--- config.mk ---
export PLATFORM = sky130hd
export DESIGN_NAME = uart_tx_fsm_flat
export DESIGN_NICKNAME = d
export VERILOG_FILES = /design/src/rtl/uart_tx_fsm_pkg.sv /design/src/rtl/uart_tx_fsm_if.sv /design/src/rtl/uart_parity_calc.sv /design/src/rtl/uart_tx_fsm.sv /design/src/flat_wrapper.sv
export SDC_FILE = /design/constraint.sdc
export NUM_CORES = 1
export LEC_CHECK = 0
export ABC_AREA = 1
export CAP_MARGIN = 20
export CORE_MARGIN = 10
export CORE_UTILIZATION = 44
export DETAILED_ROUTE_END_ITERATION = 10
export GPL_ROUTABILITY_DRIVEN = 0
export GPL_TIMING_DRIVEN = 0
export PLACE_DENSITY = 0.67
export SLEW_MARGIN = 40
export SYNTH_ARGS = -nofsm -noshare
export SYNTH_HDL_FRONTEND = slang
export SYNTH_SLANG_ARGS = --single-unit
--- constraint.sdc ---
create_clock -name CLK -period 1.7 [get_ports CLK]
set_clock_uncertainty 0.05 [all_clocks]
set_input_delay 0.34 -clock CLK [delete_from_list [all_inputs] [get_ports CLK]]
set_output_delay 0.34 -clock CLK [all_outputs]
set_load 0.01 [all_outputs]
--- src/rtl/uart_tx_fsm_pkg.sv ---
// Shared definitions for the UART TX path.
//   tx_state_t : transmit sequencer states
//   MUX_*      : line-select codes consumed by the TX output multiplexer
//   mux_code() : maps a sequencer state to its line-select code
package uart_tx_pkg;

    typedef enum logic [2:0] {
        ST_IDLE,
        ST_START,
        ST_DATA,
        ST_PARITY,
        ST_STOP
    } tx_state_t;

    localparam logic [1:0] MUX_START = 2'b00;
    localparam logic [1:0] MUX_STOP  = 2'b01;
    localparam logic [1:0] MUX_DATA  = 2'b10;
    localparam logic [1:0] MUX_PAR   = 2'b11;

    // IDLE and STOP both drive the line high, so they share MUX_STOP.
    function automatic logic [1:0] mux_code(input tx_state_t st);
        logic [1:0] code;
        case (st)
            ST_START:  code = MUX_START;
            ST_DATA:   code = MUX_DATA;
            ST_PARITY: code = MUX_PAR;
            default:   code = MUX_STOP;
        endcase
        return code;
    endfunction

endpackage

--- src/rtl/uart_tx_fsm_if.sv ---
// Request/line-control bundle between a byte producer and the TX sequencer.
//   master : producer side  - drives P_DATA, DATA_VALID, PAR_EN, PAR_TYP;
//                             observes mux_sel, ser_data, par_bit, busy
//   slave  : sequencer side - the reverse
interface uart_tx_fsm_if #(
    parameter int DATA_WIDTH = 8
);

    logic [DATA_WIDTH-1:0] P_DATA;
    logic                  DATA_VALID;
    logic                  PAR_EN;
    logic                  PAR_TYP;
    logic [1:0]            mux_sel;
    logic                  ser_data;
    logic                  par_bit;
    logic                  busy;

    modport master (
        output P_DATA, DATA_VALID, PAR_EN, PAR_TYP,
        input  mux_sel, ser_data, par_bit, busy
    );

    modport slave (
        input  P_DATA, DATA_VALID, PAR_EN, PAR_TYP,
        output mux_sel, ser_data, par_bit, busy
    );

endinterface

--- src/rtl/uart_parity_calc.sv ---
// Combinational parity generator for the TX payload.
//   data    : payload bits
//   par_typ : 0 = even parity, 1 = odd parity
//   par_bit : parity bit to transmit
module uart_parity_calc #(
    parameter int DATA_WIDTH = 8
) (
    input  logic [DATA_WIDTH-1:0] data,
    input  logic                  par_typ,
    output logic                  par_bit
);

    // Even parity is the plain XOR reduction; odd parity is its complement.
    assign par_bit = (^data) ^ par_typ;

endmodule

--- src/rtl/uart_tx_fsm.sv ---
// UART transmit sequencer: latches a payload on DATA_VALID and walks the
// frame start, data (LSB first), optional parity, stop at one bit per CLK.
//   CLK : bit-rate clock
//   RST : asynchronous active-high reset (line reads stop/idle)
//   bus : slave side of uart_tx_fsm_if
//         in  P_DATA, DATA_VALID, PAR_EN, PAR_TYP
//         out mux_sel, ser_data, par_bit, busy (all registered)
module uart_tx_fsm
    import uart_tx_pkg::*;
#(
    parameter int DATA_WIDTH = 8
) (
    input  logic         CLK,
    input  logic         RST,
    uart_tx_fsm_if.slave bus
);

    localparam int              CW       = (DATA_WIDTH > 1) ? $clog2(DATA_WIDTH) : 1;
    localparam logic [CW-1:0]   CNT_LAST = CW'(DATA_WIDTH - 1);

    tx_state_t             state_q, state_d;
    logic [CW-1:0]         cnt_q, cnt_d;
    logic [DATA_WIDTH-1:0] data_q, data_d;
    logic                  par_en_q, par_en_d;
    logic                  par_bit_q, par_bit_d;
    logic                  ser_q, ser_d;
    logic [1:0]            mux_q;
    logic                  busy_q;
    logic                  par_calc;
    logic                  accept;

    // Parity is taken from the live inputs so it is registered on the
    // acceptance edge together with the payload.
    uart_parity_calc #(
        .DATA_WIDTH (DATA_WIDTH)
    ) u_parity (
        .data    (bus.P_DATA),
        .par_typ (bus.PAR_TYP),
        .par_bit (par_calc)
    );

    assign accept = bus.DATA_VALID && ((state_q == ST_IDLE) || (state_q == ST_STOP));

    always_comb begin
        state_d   = state_q;
        cnt_d     = cnt_q;
        data_d    = data_q;
        par_en_d  = par_en_q;
        par_bit_d = par_bit_q;
        ser_d     = ser_q;

        case (state_q)
            ST_START:  state_d = ST_DATA;
            ST_DATA: begin
                if (cnt_q != CNT_LAST) begin
                    cnt_d = cnt_q + CW'(1);
                end else begin
                    state_d = par_en_q ? ST_PARITY : ST_STOP;
                end
            end
            ST_PARITY: state_d = ST_PARITY == state_q ? ST_STOP : state_q;
            ST_STOP:   state_d = ST_IDLE;
            default:   state_d = ST_IDLE;
        endcase

        // Acceptance from IDLE or STOP overrides the transition above,
        // which is what makes back-to-back frames gapless.
        if (accept) begin
            state_d   = ST_START;
            cnt_d     = '0;
            data_d    = bus.P_DATA;
            par_en_d  = bus.PAR_EN;
            par_bit_d = par_calc;
        end

        // ser_data is registered, so it is looked up with the next counter
        // value to line up with mux_sel = DATA.
        if (state_d == ST_DATA) begin
            ser_d = data_q[cnt_d];
        end
    end

    always_ff @(posedge CLK or posedge RST) begin
        if (RST) begin
            state_q   <= ST_IDLE;
            cnt_q     <= '0;
            data_q    <= '0;
            par_en_q  <= 1'b0;
            par_bit_q <= 1'b0;
            ser_q     <= 1'b0;
            mux_q     <= MUX_STOP;
            busy_q    <= 1'b0;
        end else begin
            state_q   <= state_d;
            cnt_q     <= cnt_d;
            data_q    <= data_d;
            par_en_q  <= par_en_d;
            par_bit_q <= par_bit_d;
            ser_q     <= ser_d;
            mux_q     <= mux_code(state_d);
            busy_q    <= (state_d != ST_IDLE);
        end
    end

    assign bus.mux_sel  = mux_q;
    assign bus.ser_data = ser_q;
    assign bus.par_bit  = par_bit_q;
    assign bus.busy     = busy_q;

endmodule

--- src/flat_wrapper.sv ---
// flat-port wrapper written by rule: the top's interface ports become plain ports
module uart_tx_fsm_flat import uart_tx_pkg::*;
#(
    parameter int DATA_WIDTH = 8
)
  (CLK, RST, bus_P_DATA, bus_DATA_VALID, bus_PAR_EN, bus_PAR_TYP, bus_mux_sel, bus_ser_data, bus_par_bit, bus_busy);
  uart_tx_fsm_if #(.DATA_WIDTH(DATA_WIDTH)) bus_i ();
  input  logic CLK;
  input  logic RST;
  input wire logic [$bits(bus_i.P_DATA)-1:0] bus_P_DATA;
  input wire logic [$bits(bus_i.DATA_VALID)-1:0] bus_DATA_VALID;
  input wire logic [$bits(bus_i.PAR_EN)-1:0] bus_PAR_EN;
  input wire logic [$bits(bus_i.PAR_TYP)-1:0] bus_PAR_TYP;
  output wire logic [$bits(bus_i.mux_sel)-1:0] bus_mux_sel;
  output wire logic [$bits(bus_i.ser_data)-1:0] bus_ser_data;
  output wire logic [$bits(bus_i.par_bit)-1:0] bus_par_bit;
  output wire logic [$bits(bus_i.busy)-1:0] bus_busy;
  assign bus_i.P_DATA = bus_P_DATA;
  assign bus_i.DATA_VALID = bus_DATA_VALID;
  assign bus_i.PAR_EN = bus_PAR_EN;
  assign bus_i.PAR_TYP = bus_PAR_TYP;
  assign bus_mux_sel = bus_i.mux_sel;
  assign bus_ser_data = bus_i.ser_data;
  assign bus_par_bit = bus_i.par_bit;
  assign bus_busy = bus_i.busy;
  uart_tx_fsm #(.DATA_WIDTH(DATA_WIDTH)) u_core (.CLK(CLK), .RST(RST), .bus(bus_i));
endmodule
==> results by group, run 1 <==
Outcome
  – Status: finished, final reports clean

Yosys
  – Synth Instances: 123
  – Area fraction in compound gates after synthesis: 6.747%
  – Simple logic cell fraction of the synthesized area: 30.00%
  – Asr flop ratio synth: 100.0%
  – Sequential fraction of the synthesis area: 48.31%
  – Largest family of logic cells by synthesized area: simple AND/OR/NAND/NOR gates
  – Synth Net Count: 137
  – Unique masters post-synth: 22
  – Top cell type's share of synthesized area: 45.78%
  – Mux share of post-synthesis cell area: 0%
  – Synth warn: 0
  – Synthesized area: 0.001038 mm²
  – Syn avg cell area: 8.443 µm²
  – Post-Synth XOR/XNOR Area: 5.060%
  – Adder-Cell Fraction of Synth Area: 1.205%
  – EDFF count, synth: 0
  – Top post-synthesis cells by area: dfrtp_1 46%, nand2_1 12%, inv_1 6.5%
  – Yosys top cell by area: dfrtp_1
  – Yosys reg bits: 20
  – Most common flop cell mapped by yosys: dfrtp_1

Clock tree
  – Clk buf depth: 2
  – Root buf cell: clkbuf_4
  – Insertion delay to the later sink of the worst-skew pair: 300 ps
  – Post-CTS Hold Buffers: 0
  – Clk slew on worst S/H paths: 100 ps
  – H-tree Lvls: 1
  – Clk sinks: 20
  – Total CTS buffers: 3
  – CTS tree: built

Global routing
  – Number of global-route vias before repair: 855
  – Initial antenna violation count: 0
  – Global-route usage over all layers: 10.24%
  – First-pass GRT wire length: 3774 µm
  – Overflow after GRT: 0
  – Largest net degree at the start of global routing: 21

Run
  – Max cap viols: 0

Floorplanning
  – Die area: 0.004703 mm²
  – # rows: 17
  – IO Count: 18
  – Core Footprint: 0.002233 mm²
  – Die Y: 68.58 µm
  – Initial Util: 46.50%
  – Die Wd: 68.58 µm

STA
  – Final Critical Period: 1580 ps
  – Headroom to the max-slew limit: 51.50%
  – Final setup fails: 0
  – Fmax: 632.8 MHz
  – WHS: 381.1 ps
  – Max-slew violations: 0
  – Fin. Hold Viols: 0
  – Crit share post-route: 92.96%
  – Worst-margin pin slew: 726.8 ps
  – Post-route setup slack: 119.6 ps
  – RSZ-0062 raised after global routing: true

Min path
  – Hold crit path type: reg -> reg
  – Hold Path Depth: 1

Critical path
  – Max FO, Critical Path: 2
  – CP Capture Type: output pin
  – R2r setup slk: 120 ps
  – CP required: 1310 ps
  – Buffers plus inverters on the worst setup path: 1
  – Instance count on the critical path: 1
  – CP Class: reg -> out
  – CP arrival: 1190 ps
  – Critical-path cell list: clkdlybuf4s50_1
  – Worst path slowest cell: clkdlybuf4s50_1
  – Crit-path max cell delay: 540 ps
  – R2r worst-path depth: 11
  – Critical Path Start Type: flop
  – Largest delay share family, worst path: buffers and inverters

Routing
  – Routed len/inst: 12.44 µm
  – Final WL: 2139 µm
  – DRC: 0
  – Post-route ant nets: 0
  – Via/cell ratio: 4.849
  – Vias: 834
  – Starting DRT DRC Count: 35
  – First-pass detailed-route iteration total: 4

Power
  – Pleak: 0.6248 nW
  – Pwr dens: 1767 mW/mm²
  – Max rail drop VDD: 1.005 mV

Layout
  – Post-Route Utilization: 57.98%
  – # fillers: 208
  – Multi-input logic area: 461.7 µm²
  – Most frequent cells in the layout: 32 x nand2_1, 18 x dfrtp_1, 17 x inv_1
  – Antenna cell count: 0
  – Nets: 159
  – Share of cells above drive strength 1: 14.58%
  – Register area: 503.0 µm²
  – Synth-to-layout area growth: 24.70%
  – Most common cell after layout, fill and taps aside: nand2_1

Placed design
  – Post-Place Worst Slack: -156.0 ps
  – Port bufs: 17
  – HPWL Detailed: 1688 µm
==> kinds of logic (layout without fill, tap and decap cells) <==
family,count (synthesis),after routing
and+or+nand+nor,60,60
buffers and inverters,22,43
DFF,20,20
AOI/OAI and AO/OA,14,14
xor gates and xnor gates,6,6
adders and majority gates,1,1
==> power breakdown <==
group          switching, mW  internal [mW]
registers              0.131          0.712
logic                  0.693          0.481
clock network          0.140          0.131
total                  0.964           1.32
==> worst paths after layout <==
| kind | start | to |
|---|---|---|
| worst max-delay path | u_core.bus.par_bit | bus_par_bit |
| worst min register to register | u_core.state_q[2] | u_core.state_q[2] |
| worst min-delay path | u_core.state_q[2] | u_core.state_q[2] |
| max in group asynchronous | RST | u_core.cnt_q[0] |
| worst max register to register | u_core.cnt_q[0] | u_core.bus.ser_data |
| min in group asynchronous | RST | u_core.cnt_q[1] |
==> state kept, by name (all words and copies together) (netlist names) <==
| name | cells |
|---|---|
| u_core.bus.mux_sel | 2 |
| u_core.data_q | 8 |
| u_core.state_q | 3 |
| u_core.par_en_q | 1 |
| u_core.bus.par_bit | 1 |
| u_core.bus.ser_data | 1 |
| u_core.cnt_q | 3 |
| u_core.bus.busy | 1 |
==> synth_stat cells (2+ instances only) <==
| master | number |
|---|---|
| nor2_4 | 2 |
| nand3b_1 | 3 |
| dfrtp_1 | 19 |
| o21ai_0 | 11 |
| nand2_1 | 33 |
| nand2_4 | 2 |
| nor2_1 | 2 |
| nand2_2 | 2 |
| xnor2_1 | 5 |
| inv_2 | 2 |
| inv_1 | 18 |
| a21oi_1 | 3 |
| nand3_1 | 12 |
==> repair_timing <==
action,CTS,global route
setup buffers,0,0
setup endpoints to repair,1,2
resized for setup,1,6
==> per-stage QoR <==
step / total power, mW / cells / setup TNS (ps) / area (µm²)
5_1_grt: 2.523 / 172 / -2.053 / 1295
3_5_place_dp: 2.004 / 168 / -846.5 / 1244
2_1_floorplan: 1.648 / 123 / 0 / 1039
6_report: 2.288 / 172 / 0 / 1295
4_1_cts: 2.267 / 172 / 0 / 1279
3_3_place_gp: 1.957 / 168 / -530.8 / 1244
==> cell type report <==
class | count | area share [%]
flip-flops and latches | 20 | 38.84
well taps | 28 | 2.705
plain buffers | 2 | 1.159
clock buffers | 4 | 2.802
repair buffers | 17 | 13.04
multi-input cells | 81 | 35.65
inverters | 20 | 5.797
==> layer usage <==
| metal | part of all wire, % | routed length [µm] | global-route usage (%) | up-vias |
|---|---|---|---|---|
| met4 | 0.56 | 12 | 3.769 | 0 |
| met1 | 46 | 989 | 12.16 | 389 |
| met3 | 2.8 | 60 | 2.576 | 2 |
| met2 | 50 | 1076 | 17.40 | 15 |
| met5 | 0 | 0 | 0 | - |
| li1 | - | - | - | 428 |
Note: power is estimated with default switching activity, not from simulation.
==> run 2, diff against run 1 <==
CTS_CLUSTER_DIAMETER = 150   (was default)
==> results of run 2 <==
No change in the layout: final DEF, timing and power equal those of run 1.
==> run 3, diff against run 2 <==
SKIP_CTS_REPAIR_TIMING = 1   (was default)
clock period = 1.55 ns   (was 1.7 ns; I/O delays follow)
==> run 3 against run 2 <==
The flow now finishes with violations (setup timing). Cell area rose by 1.5%. Critical path depth is 10 higher. Die area is the same. Critical path type is now reg -> reg. Clock power rose by 9.2%. First-iteration DRC count decreased by 23%. Via count up 0.60%.
==> results by group, run 3 (synthesized netlist as in run 1, its figures left out) <==
Outcome
  – Status: finished, violations left
  – Violated checks: setup timing

Layout
  – Share of cells above drive strength 1: 15.97%
  – Biggest regs: u_core.data_q (8), u_core.cnt_q (3), u_core.state_q (3)
  – Max FFs per register: 8
  – Most common cell after layout, fill and taps aside: nand2_1
  – Antenna cell count: 0
  – Top reg by flops: u_core.data_q
  – # fillers: 202
  – Final Non-Filler Cells: 172
  – Most frequent cells in the layout: 32 x nand2_1, 18 x dfrtp_1, 17 x inv_1
  – Synth-to-layout area growth: 26.63%
  – Nets: 159

Global routing
  – Initial antenna violation count: 0
  – Overflow after GRT: 0
  – Global-route usage over all layers: 10.24%
  – Number of global-route vias before repair: 855
  – Largest net degree at the start of global routing: 21
  – First-pass GRT wire length: 3774 µm

Critical path
  – CP required: 1740 ps
  – Largest delay share family, worst path: simple AND/OR/NAND/NOR gates
  – CP Class: reg -> reg
  – Buffers plus inverters on the worst setup path: 2
  – Critical-path cell list: ha_4, inv_1, nand2_1, o21ai_0, nand2_1, nand3_2, inv_2, nand3_1, nand3b_1, nand3_1, nand2_1
  – CP Capture Type: flop
  – Worst path slowest cell: dfrtp_2
  – Critical Path Start Type: flop
  – Crit-path max cell delay: 460 ps
  – CP arrival: 1750 ps
  – Max FO, Critical Path: 4
  – CP most frequent cell: nand2_1

STA
  – Crit share post-route: 100.4%
  – Fmax: 642.3 MHz
  – RSZ-0062 raised after global routing: true
  – Post-route setup slack: -6.864 ps
  – Worst-margin pin slew: 750.7 ps
  – Final Critical Period: 1557 ps
  – WHS: 380.6 ps
  – Final setup fails: 1
  – Headroom to the max-slew limit: 49.90%
  – Fin. Hold Viols: 0
  – Setup tns final: -6.864 ps
  – Max-slew violations: 0

Floorplanning
  – IO Count: 18
  – Die area: 0.004703 mm²
  – # rows: 17
  – Core Footprint: 0.002233 mm²
  – Initial Util: 46.50%
  – Die Y: 68.58 µm
  – Die Wd: 68.58 µm

Power
  – Max rail drop VDD: 1.057 mV
  – Pwr dens: 1905 mW/mm²
  – Pleak: 0.6765 nW

Run
  – Max cap viols: 0

Routing
  – Via/cell ratio: 4.878
  – DRC: 0
  – Starting DRT DRC Count: 27
  – Vias: 839
  – First-pass detailed-route iteration total: 4
  – Final WL: 2155 µm
  – Post-route ant nets: 0
  – Routed len/inst: 12.53 µm

Min path
  – Hold crit path type: in -> async

Clock tree
  – Insertion delay to the later sink of the worst-skew pair: 300 ps
  – H-tree Lvls: 1
  – Clk slew on worst S/H paths: 110 ps
  – CTS tree: built
  – Total CTS buffers: 3
  – Clk buf depth: 2
  – Root buf cell: clkbuf_4
  – Clk sinks: 20

Placed design
  – Port bufs: 17
  – HPWL Detailed: 1688 µm
  – Post-Place Worst Slack: -276.0 ps
  – Placed cells: 168
==> run 3: cell count changes in the layout (fill, tap and decap cells not counted), sizes merged <==
| cell | delta |
|---|---|
| dlymetal6s2s | +5 |
| dlygate4sd2 | -1 |
| clkdlybuf4s50 | -4 |
==> run 3: metrics by stage <==
stage          utilization, %  power (mW)  cell area [µm²]
3_3_place_gp            55.69       2.147             1244
5_1_grt                 58.88       2.763             1315
6_report                58.88       2.504             1315
2_1_floorplan               -       1.807             1039
3_5_place_dp            55.69       2.198             1244
4_1_cts                 57.31       2.497             1280
==> run 3: worst paths after layout <==
| path | slack (ps) | start | to | cells after the start |
|---|---|---|---|---|
| min in group CLK | 380 | u_core.state_q[2] | u_core.state_q[2] | 1 |
| hold reg to reg | 380 | u_core.state_q[2] | u_core.state_q[2] | 1 |
| setup / recovery | -7 | u_core.cnt_q[0] | u_core.bus.ser_data | 11 |
| hold / removal | 380 | RST | u_core.data_q[3] | 2 |
| max in group asynchronous | 560 | RST | u_core.cnt_q[0] | 2 |
| setup reg to reg | -7 | u_core.cnt_q[0] | u_core.bus.ser_data | 11 |
==> run 3: area by class of cell <==
type	instances	area, µm²	share of cell area, %
repair buffers	17	182.7	13.89
clock buffers	4	36.28	2.759
inverters	20	75.07	5.709
plain buffers	2	16.27	1.237
multi-input cells	81	466.7	35.49
well taps	28	35.03	2.664
flip-flops and latches	20	503.0	38.25
==> run 3: layer usage <==
layer / global-route usage [%] / vias to the layer above / share of wire, %
li1: - / 431 / -
met5: 0 / - / 0
met4: 3.769 / 0 / 0.56
met1: 12.16 / 390 / 46
met3: 2.576 / 2 / 2.6
met2: 17.40 / 16 / 51
==> run 3: power by group <==
| group | leakage [nW] | internal [mW] | switching, mW | total, mW |
|---|---|---|---|---|
| clock network | 0.0210 | 0.143 | 0.153 | 0.296 |
| registers | 0.244 | 0.781 | 0.146 | 0.926 |
| logic | 0.411 | 0.525 | 0.757 | 1.28 |
